==> src/rtl/alarm_pkg.sv <==
// Shared types and helpers for the alarm controller and the clock's time-set path.
// Holds the controller state encoding, BCD field positions and the BCD HH:MM validity check.
package alarm_pkg;

    typedef enum logic [1:0] {
        IDLE     = 2'd0,
        ARMED    = 2'd1,
        RINGING  = 2'd2,
        SNOOZING = 2'd3
    } alarm_state_t;

    // Nibble positions inside a BCD HHMM word
    localparam int HT = 3;
    localparam int HU = 2;
    localparam int MT = 1;
    localparam int MU = 0;

    localparam int CNT_W = 6;

    function automatic logic bcd_time_valid(input logic [15:0] t);
        logic [3:0] ht;
        logic [3:0] hu;
        logic [3:0] mt;
        logic [3:0] mu;
        ht = t[HT*4 +: 4];
        hu = t[HU*4 +: 4];
        mt = t[MT*4 +: 4];
        mu = t[MU*4 +: 4];
        return (ht <= 4'd2) && (hu <= 4'd9) && !((ht == 4'd2) && (hu > 4'd3)) &&
               (mt <= 4'd5) && (mu <= 4'd9);
    endfunction

endpackage

==> src/rtl/alarm_controller_minute_counter.sv <==
// Six-bit minute counter with synchronous clear/load/increment/decrement.
// The terminal flag compares the current count against a caller-supplied value.
module minute_counter
    import alarm_pkg::*;
(
    input  logic             clk,
    input  logic             reset,
    input  logic             clear,
    input  logic             load,
    input  logic [CNT_W-1:0] load_val,
    input  logic             inc,
    input  logic             dec,
    input  logic [CNT_W-1:0] term,
    output logic             terminal
);

    logic [CNT_W-1:0] count_r;

    // Count register; clear dominates load, load dominates stepping
    always_ff @(posedge clk or posedge reset) begin
        if (reset) begin
            count_r <= 6'd0;
        end else if (clear) begin
            count_r <= 6'd0;
        end else if (load) begin
            count_r <= load_val;
        end else if (inc) begin
            count_r <= count_r + 6'd1;
        end else if (dec) begin
            count_r <= count_r - 6'd1;
        end
    end

    assign terminal = (count_r == term);

endmodule

==> src/rtl/alarm_controller.sv <==
// Alarm controller: stores the alarm time, rings on the rising edge of a time match,
// and handles snooze, manual off and an automatic ring timeout.
module alarm_controller
    import alarm_pkg::*;
#(
    parameter int SNOOZE_MIN       = 9,
    parameter int RING_TIMEOUT_MIN = 30
)
(
    input  logic        clk,
    input  logic        reset,
    input  logic        one_minute,
    input  logic [15:0] current_time,
    input  logic        alarm_enable,
    input  logic        set_alarm,
    input  logic [15:0] new_alarm,
    input  logic        snooze,
    input  logic        alarm_off,
    output logic [15:0] alarm_time,
    output logic        ringing,
    output logic        snoozing,
    output logic        set_error
);

    if ((SNOOZE_MIN < 1) || (SNOOZE_MIN > 59)) begin : g_bad_snooze
        $error("SNOOZE_MIN must be within 1..59");
    end
    if ((RING_TIMEOUT_MIN < 1) || (RING_TIMEOUT_MIN > 59)) begin : g_bad_timeout
        $error("RING_TIMEOUT_MIN must be within 1..59");
    end

    localparam logic [CNT_W-1:0] SNOOZE_LOAD = CNT_W'(SNOOZE_MIN);
    // The ring counter is checked before it increments, hence the minus one
    localparam logic [CNT_W-1:0] RING_TERM   = CNT_W'(RING_TIMEOUT_MIN - 1);

    alarm_state_t state_r;
    alarm_state_t state_n_s;
    logic [15:0]  alarm_time_r;
    logic         ringing_r;
    logic         snoozing_r;
    logic         set_error_r;
    logic         match_d_r;
    logic         match_s;
    logic         trigger_s;
    logic         set_ok_s;
    logic         set_valid_s;
    logic         ring_clr_s;
    logic         ring_ld_s;
    logic         ring_inc_s;
    logic         ring_term_s;
    logic         snz_clr_s;
    logic         snz_ld_s;
    logic         snz_dec_s;
    logic         snz_term_s;

    assign match_s     = (current_time == alarm_time_r);
    assign trigger_s   = match_s & ~match_d_r;
    assign set_ok_s    = bcd_time_valid(new_alarm);
    assign set_valid_s = set_alarm & set_ok_s;

    minute_counter u_ring_cnt (
        .clk      (clk),
        .reset    (reset),
        .clear    (ring_clr_s),
        .load     (ring_ld_s),
        .load_val (6'd0),
        .inc      (ring_inc_s),
        .dec      (1'b0),
        .term     (RING_TERM),
        .terminal (ring_term_s)
    );

    minute_counter u_snz_cnt (
        .clk      (clk),
        .reset    (reset),
        .clear    (snz_clr_s),
        .load     (snz_ld_s),
        .load_val (SNOOZE_LOAD),
        .inc      (1'b0),
        .dec      (snz_dec_s),
        .term     (6'd1),
        .terminal (snz_term_s)
    );

    // Next-state and counter control, in event priority order
    always_comb begin
        state_n_s  = state_r;
        ring_clr_s = 1'b0;
        ring_ld_s  = 1'b0;
        ring_inc_s = 1'b0;
        snz_clr_s  = 1'b0;
        snz_ld_s   = 1'b0;
        snz_dec_s  = 1'b0;
        if (!alarm_enable) begin
            state_n_s  = IDLE;
            ring_clr_s = 1'b1;
            snz_clr_s  = 1'b1;
        end else if (set_valid_s) begin
            // A new alarm silences any ringing/snooze; IDLE arms because enable is high
            state_n_s = ARMED;
        end else begin
            case (state_r)
                IDLE: begin
                    state_n_s = ARMED;
                end
                ARMED: begin
                    if (trigger_s) begin
                        state_n_s = RINGING;
                        ring_ld_s = 1'b1;
                    end else begin
                        state_n_s = ARMED;
                    end
                end
                RINGING: begin
                    if (alarm_off) begin
                        state_n_s = ARMED;
                    end else if (snooze) begin
                        state_n_s = SNOOZING;
                        snz_ld_s  = 1'b1;
                    end else if (one_minute) begin
                        ring_inc_s = 1'b1;
                        state_n_s  = ring_term_s ? ARMED : RINGING;
                    end else begin
                        state_n_s = RINGING;
                    end
                end
                SNOOZING: begin
                    if (alarm_off) begin
                        state_n_s = ARMED;
                    end else if (one_minute) begin
                        snz_dec_s = 1'b1;
                        if (snz_term_s) begin
                            state_n_s = RINGING;
                            ring_ld_s = 1'b1;
                        end else begin
                            state_n_s = SNOOZING;
                        end
                    end else begin
                        state_n_s = SNOOZING;
                    end
                end
                default: begin
                    state_n_s = IDLE;
                end
            endcase
        end
    end

    // State, stored alarm, match history and registered outputs
    always_ff @(posedge clk or posedge reset) begin
        if (reset) begin
            state_r      <= IDLE;
            alarm_time_r <= 16'h0000;
            ringing_r    <= 1'b0;
            snoozing_r   <= 1'b0;
            set_error_r  <= 1'b0;
            match_d_r    <= 1'b0;
        end else begin
            state_r     <= state_n_s;
            ringing_r   <= (state_n_s == RINGING);
            snoozing_r  <= (state_n_s == SNOOZING);
            set_error_r <= set_alarm & ~set_ok_s;
            match_d_r   <= match_s;
            if (set_valid_s) begin
                alarm_time_r <= new_alarm;
            end
        end
    end

    assign alarm_time = alarm_time_r;
    assign ringing    = ringing_r;
    assign snoozing   = snoozing_r;
    assign set_error  = set_error_r;

endmodule

==> config.mk <==
export PLATFORM = sky130hd
export DESIGN_NAME = alarm_controller
export DESIGN_NICKNAME = d
export VERILOG_FILES = /design/src/rtl/alarm_pkg.sv /design/src/rtl/alarm_controller_minute_counter.sv /design/src/rtl/alarm_controller.sv
export SDC_FILE = /design/constraint.sdc
export NUM_CORES = 1
export LEC_CHECK = 0
export ABC_CLOCK_PERIOD_IN_PS = 3300
export BUFFER_PORTS_ARGS = -buffer_cell sky130_fd_sc_hd__buf_2
export CAP_MARGIN = 25
export CELL_PAD_IN_SITES_DETAIL_PLACEMENT = 0
export CELL_PAD_IN_SITES_GLOBAL_PLACEMENT = 1
export CORE_MARGIN = 4
export CORE_UTILIZATION = 40
export DETAILED_ROUTE_END_ITERATION = 10
export GPL_ROUTABILITY_DRIVEN = 0
export PLACE_DENSITY_LB_ADDON = 0.1
export SYNTH_ARGS = -nofsm -noshare
export SYNTH_HDL_FRONTEND = slang
export SYNTH_HIERARCHICAL = 1
export SYNTH_SLANG_ARGS = --single-unit
==> constraint.sdc <==
create_clock -name clk -period 3.3 [get_ports clk]
set_input_delay 0.99 -clock clk [delete_from_list [all_inputs] [get_ports clk]]
set_output_delay 0.99 -clock clk [all_outputs]
set_load 0.03 [all_outputs]
==> results.py <==
metrics = {
    "status": {
        "outcome": "finished, final reports clean",
    },
    "synth": {
        "synth_top_area_share_pct": 35.6,
        "synthAdderAreaFrac_pct": 5.86,
        "synth-xor-area-share_pct": 12.5,
        "ys_warn_count": 6,
        "synthCells": 264,
        "synth-seq-area-share_pct": 35.6,
        "ys_ff_latch": 34,
        "synth.most_common_cell": "nand2_1",
        "synth_area_leader_cell": "dfrtp_1",
        "yosys-top-cells-area": "dfrtp_1 (36%), xnor2_1 (10%), nand2_1 (8.2%), ha_1 (4.2%), a21oi_1 (2.9%)",
        "yosysUniqueCellTypes": 46,
        "ys.flop_type": "dfrtp_1",
        "avgSynthCellArea_um2": 9.05,
        "syn_area_um2": 2390,
        "synth_common_cells": "nand2_1 (52), dfrtp_1 (34), xnor2_1 (28)",
        "synthMuxAreaShare_pct": 1.78,
        "async_reset_ff_share_pct": 100,
        "synth-simple-area-share_pct": 21.5,
        "synth-compound-area-share_pct": 18.6,
        "synth_top_family_by_area": "simple AND/OR/NAND/NOR gates",
        "synth-edff-count": 0,
    },
    "global_routing": {
        "grtUsageMet1_pct": 23.6,
        "top_usage_layer": "met2",
        "grt-ovfl-total": 0,
        "grt_pass1_vias": 2075,
        "antenna_found_initial": 0,
        "grt_max_degree": 23,
        "track_usage_pct": 16.8,
        "use_met2_pct": 26.3,
        "grt_pass1_wl_um": 9970,
        "grt_util_met3_pct": 3.59,
    },
    "worst_setup_path": {
        "critPathLaunchType": "input port",
        "cp.arrival_ps": 3120,
        "cp.required_ps": 3470,
        "reg2reg_depth": 8,
        "path_max_fanout": 6,
        "worst_setup_path_end_kind": "flip-flop",
        "critical_path_class": "in -> reg",
    },
    "final_layout": {
        "fin_nets": 413,
        "diodes": 0,
        "fin_area_um2": 3050,
        "drive_gt1_share_pct": 25.2,
        "fin_util_pct": 54.1,
        "multi_input_area_um2": 1580,
        "fill_cells": 561,
        "finalNonFillerCells": 437,
        "area_delta_synth_final_pct": 27.7,
        "seqCellArea_um2": 851,
    },
    "routing": {
        "wl_per_cell_um": 12.9,
        "finalWirelength_um": 5650,
        "vias_per_cell": 4.81,
        "drtAntennaViolNets": 0,
        "drt-initial-drc-count": 58,
        "firstDrtPassIters": 4,
        "drcViolationCount": 0,
        "num_vias": 2100,
    },
    "clock_tree": {
        "cts_root_buf": "clkbuf_8",
        "htreeDepth": 2,
        "cts_resized": 0,
        "worstSkewPairLatency_ps": 280,
        "cts_sinks": 34,
        "cts_tree": "yes",
        "post_cts_buffers": 0,
        "cts_inserted_buffers": 5,
        "clk_pin_slew_worst_paths_ps": 70,
        "cts_hold_buf": 0,
        "cts_buffer_depth": 2,
    },
    "timing": {
        "setup_viol": 0,
        "slew_headroom_pct": 44.3,
        "fin_skew_ps": 3.12,
        "hold_violations": 0,
        "fmax_mhz": 339,
        "rsz0062_at_grt": "false",
        "fin_crit_sh_pct": 89.4,
        "maxSlewViolCount": 0,
        "min_period_ps": 2950,
        "worstMarginPinSlew_ps": 834,
        "finalSetupTns_ps": 0,
    },
    "min_path": {
        "hp-class": "reg -> reg",
        "whs_path_depth": 2,
    },
    "pwr": {
        "total_power_mw": 1.33,
        "p_per_area_nw_per_um2": 435,
        "p_leak_nw": 1.53,
        "ir_worst_vdd_v": 0.000212,
    },
    "floorplanning": {
        "die_area_um2": 7280,
        "num_rows": 27,
        "core_um2": 5640,
        "start_util_pct": 42.4,
        "ios": 58,
        "dieHeight_um": 85.3,
        "die_x_um": 85.3,
    },
    "run": {
        "cap_violations": 0,
    },
    "placed_design": {
        "place_inst": 429,
        "dp_hpwl_um": 4610,
        "placed_area_um2": 2940,
        "portBuffers": 57,
    },
}
## logic make-up after synthesis
logic type,after synthesis
other cells,2
simple gates,99
flops,34
buf+inv,21
xor+xnor,34
compound gates,60
mux,4
fa+ha+maj,10
## sequential cells by signal, summed over array words and instances, names as in the netlist
register / flops
u_ring_cnt/count_r: 6
state_r: 2
alarm_time: 16
snoozing: 1
set_error: 1
u_snz_cnt/count_r: 6
match_d_r: 1
ringing: 1
## stage by stage
stage,worst slack [ps],hold WS [ps]
2_1_floorplan,21.6,562
3_3_place_gp,100,495
3_5_place_dp,26.7,501
4_1_cts,348,520
5_1_grt,177,554
6_report,351,515
## routing by layer
layer	share of wire, %	wire, um
met5	0	0
met4	0.85	48
met3	4.2	240
met2	46	2600
met1	49	2760
## area by class of cell
| type | count | share of cell area, % |
|---|---|---|
| clock buffers | 5 | 2.26 |
| well taps | 72 | 2.95 |
| repair buffers | 67 | 11.8 |
| clock inverters | 3 | 1.48 |
| inverters | 14 | 1.72 |
| multi-input cells | 242 | 51.9 |
| flip-flops and latches | 34 | 27.9 |
## report_power, final
group	total (mW)	internal (mW)	switching [mW]
Combinational	0.413	0.179	0.234
Sequential	0.532	0.469	0.0627
Clock	0.382	0.225	0.158
## path summary, 6_finish.rpt
kind | start | slack (ps) | end
worst min-delay path | alarm_time[3]$_DFFE_PP0P_ | 520 | alarm_time[3]$_DFFE_PP0P_
max in group asynchronous | reset | 1890 | alarm_time[3]$_DFFE_PP0P_
worst min register to register | alarm_time[3]$_DFFE_PP0P_ | 520 | alarm_time[3]$_DFFE_PP0P_
min in group asynchronous | reset | 650 | u_snz_cnt/count_r[1]$_DFFE_PP0P_
worst max register to register | state_r[0]$_DFF_PP0_ | 820 | u_ring_cnt/count_r[5]$_DFFE_PP0P_
worst max-delay path | new_alarm[6] | 350 | u_ring_cnt/count_r[5]$_DFFE_PP0P_
## layout by cell type (no fill, tap or decap), drive strengths merged, types with 3 or more instances in the layout
master,n
a21o,5
dfrtp,34
a2111oi,3
xnor2,28
ha,8
buf,67
a21oi,14
nor4,3
conb,35
nand2,52
nand3,3
o21ai,14
a31oi,3
nor3b,4
nor3,4
nand4,9
nor2,10
a211oi,3
inv,14
clkbuf,5
xor2,6
and2,3
## worst max-delay path, stage by stage
cell       delay (ps)
buf_2             120
a2111oi_4         410
nand4_2           170
nand3_2           110
nor2b_1            60
inv_2             110
ha_1              250
a211oi_2          290
nor2_1            100
o211a_1           210
o31a_1            280
No activity file was read; power rests on OpenSTA's default activity.
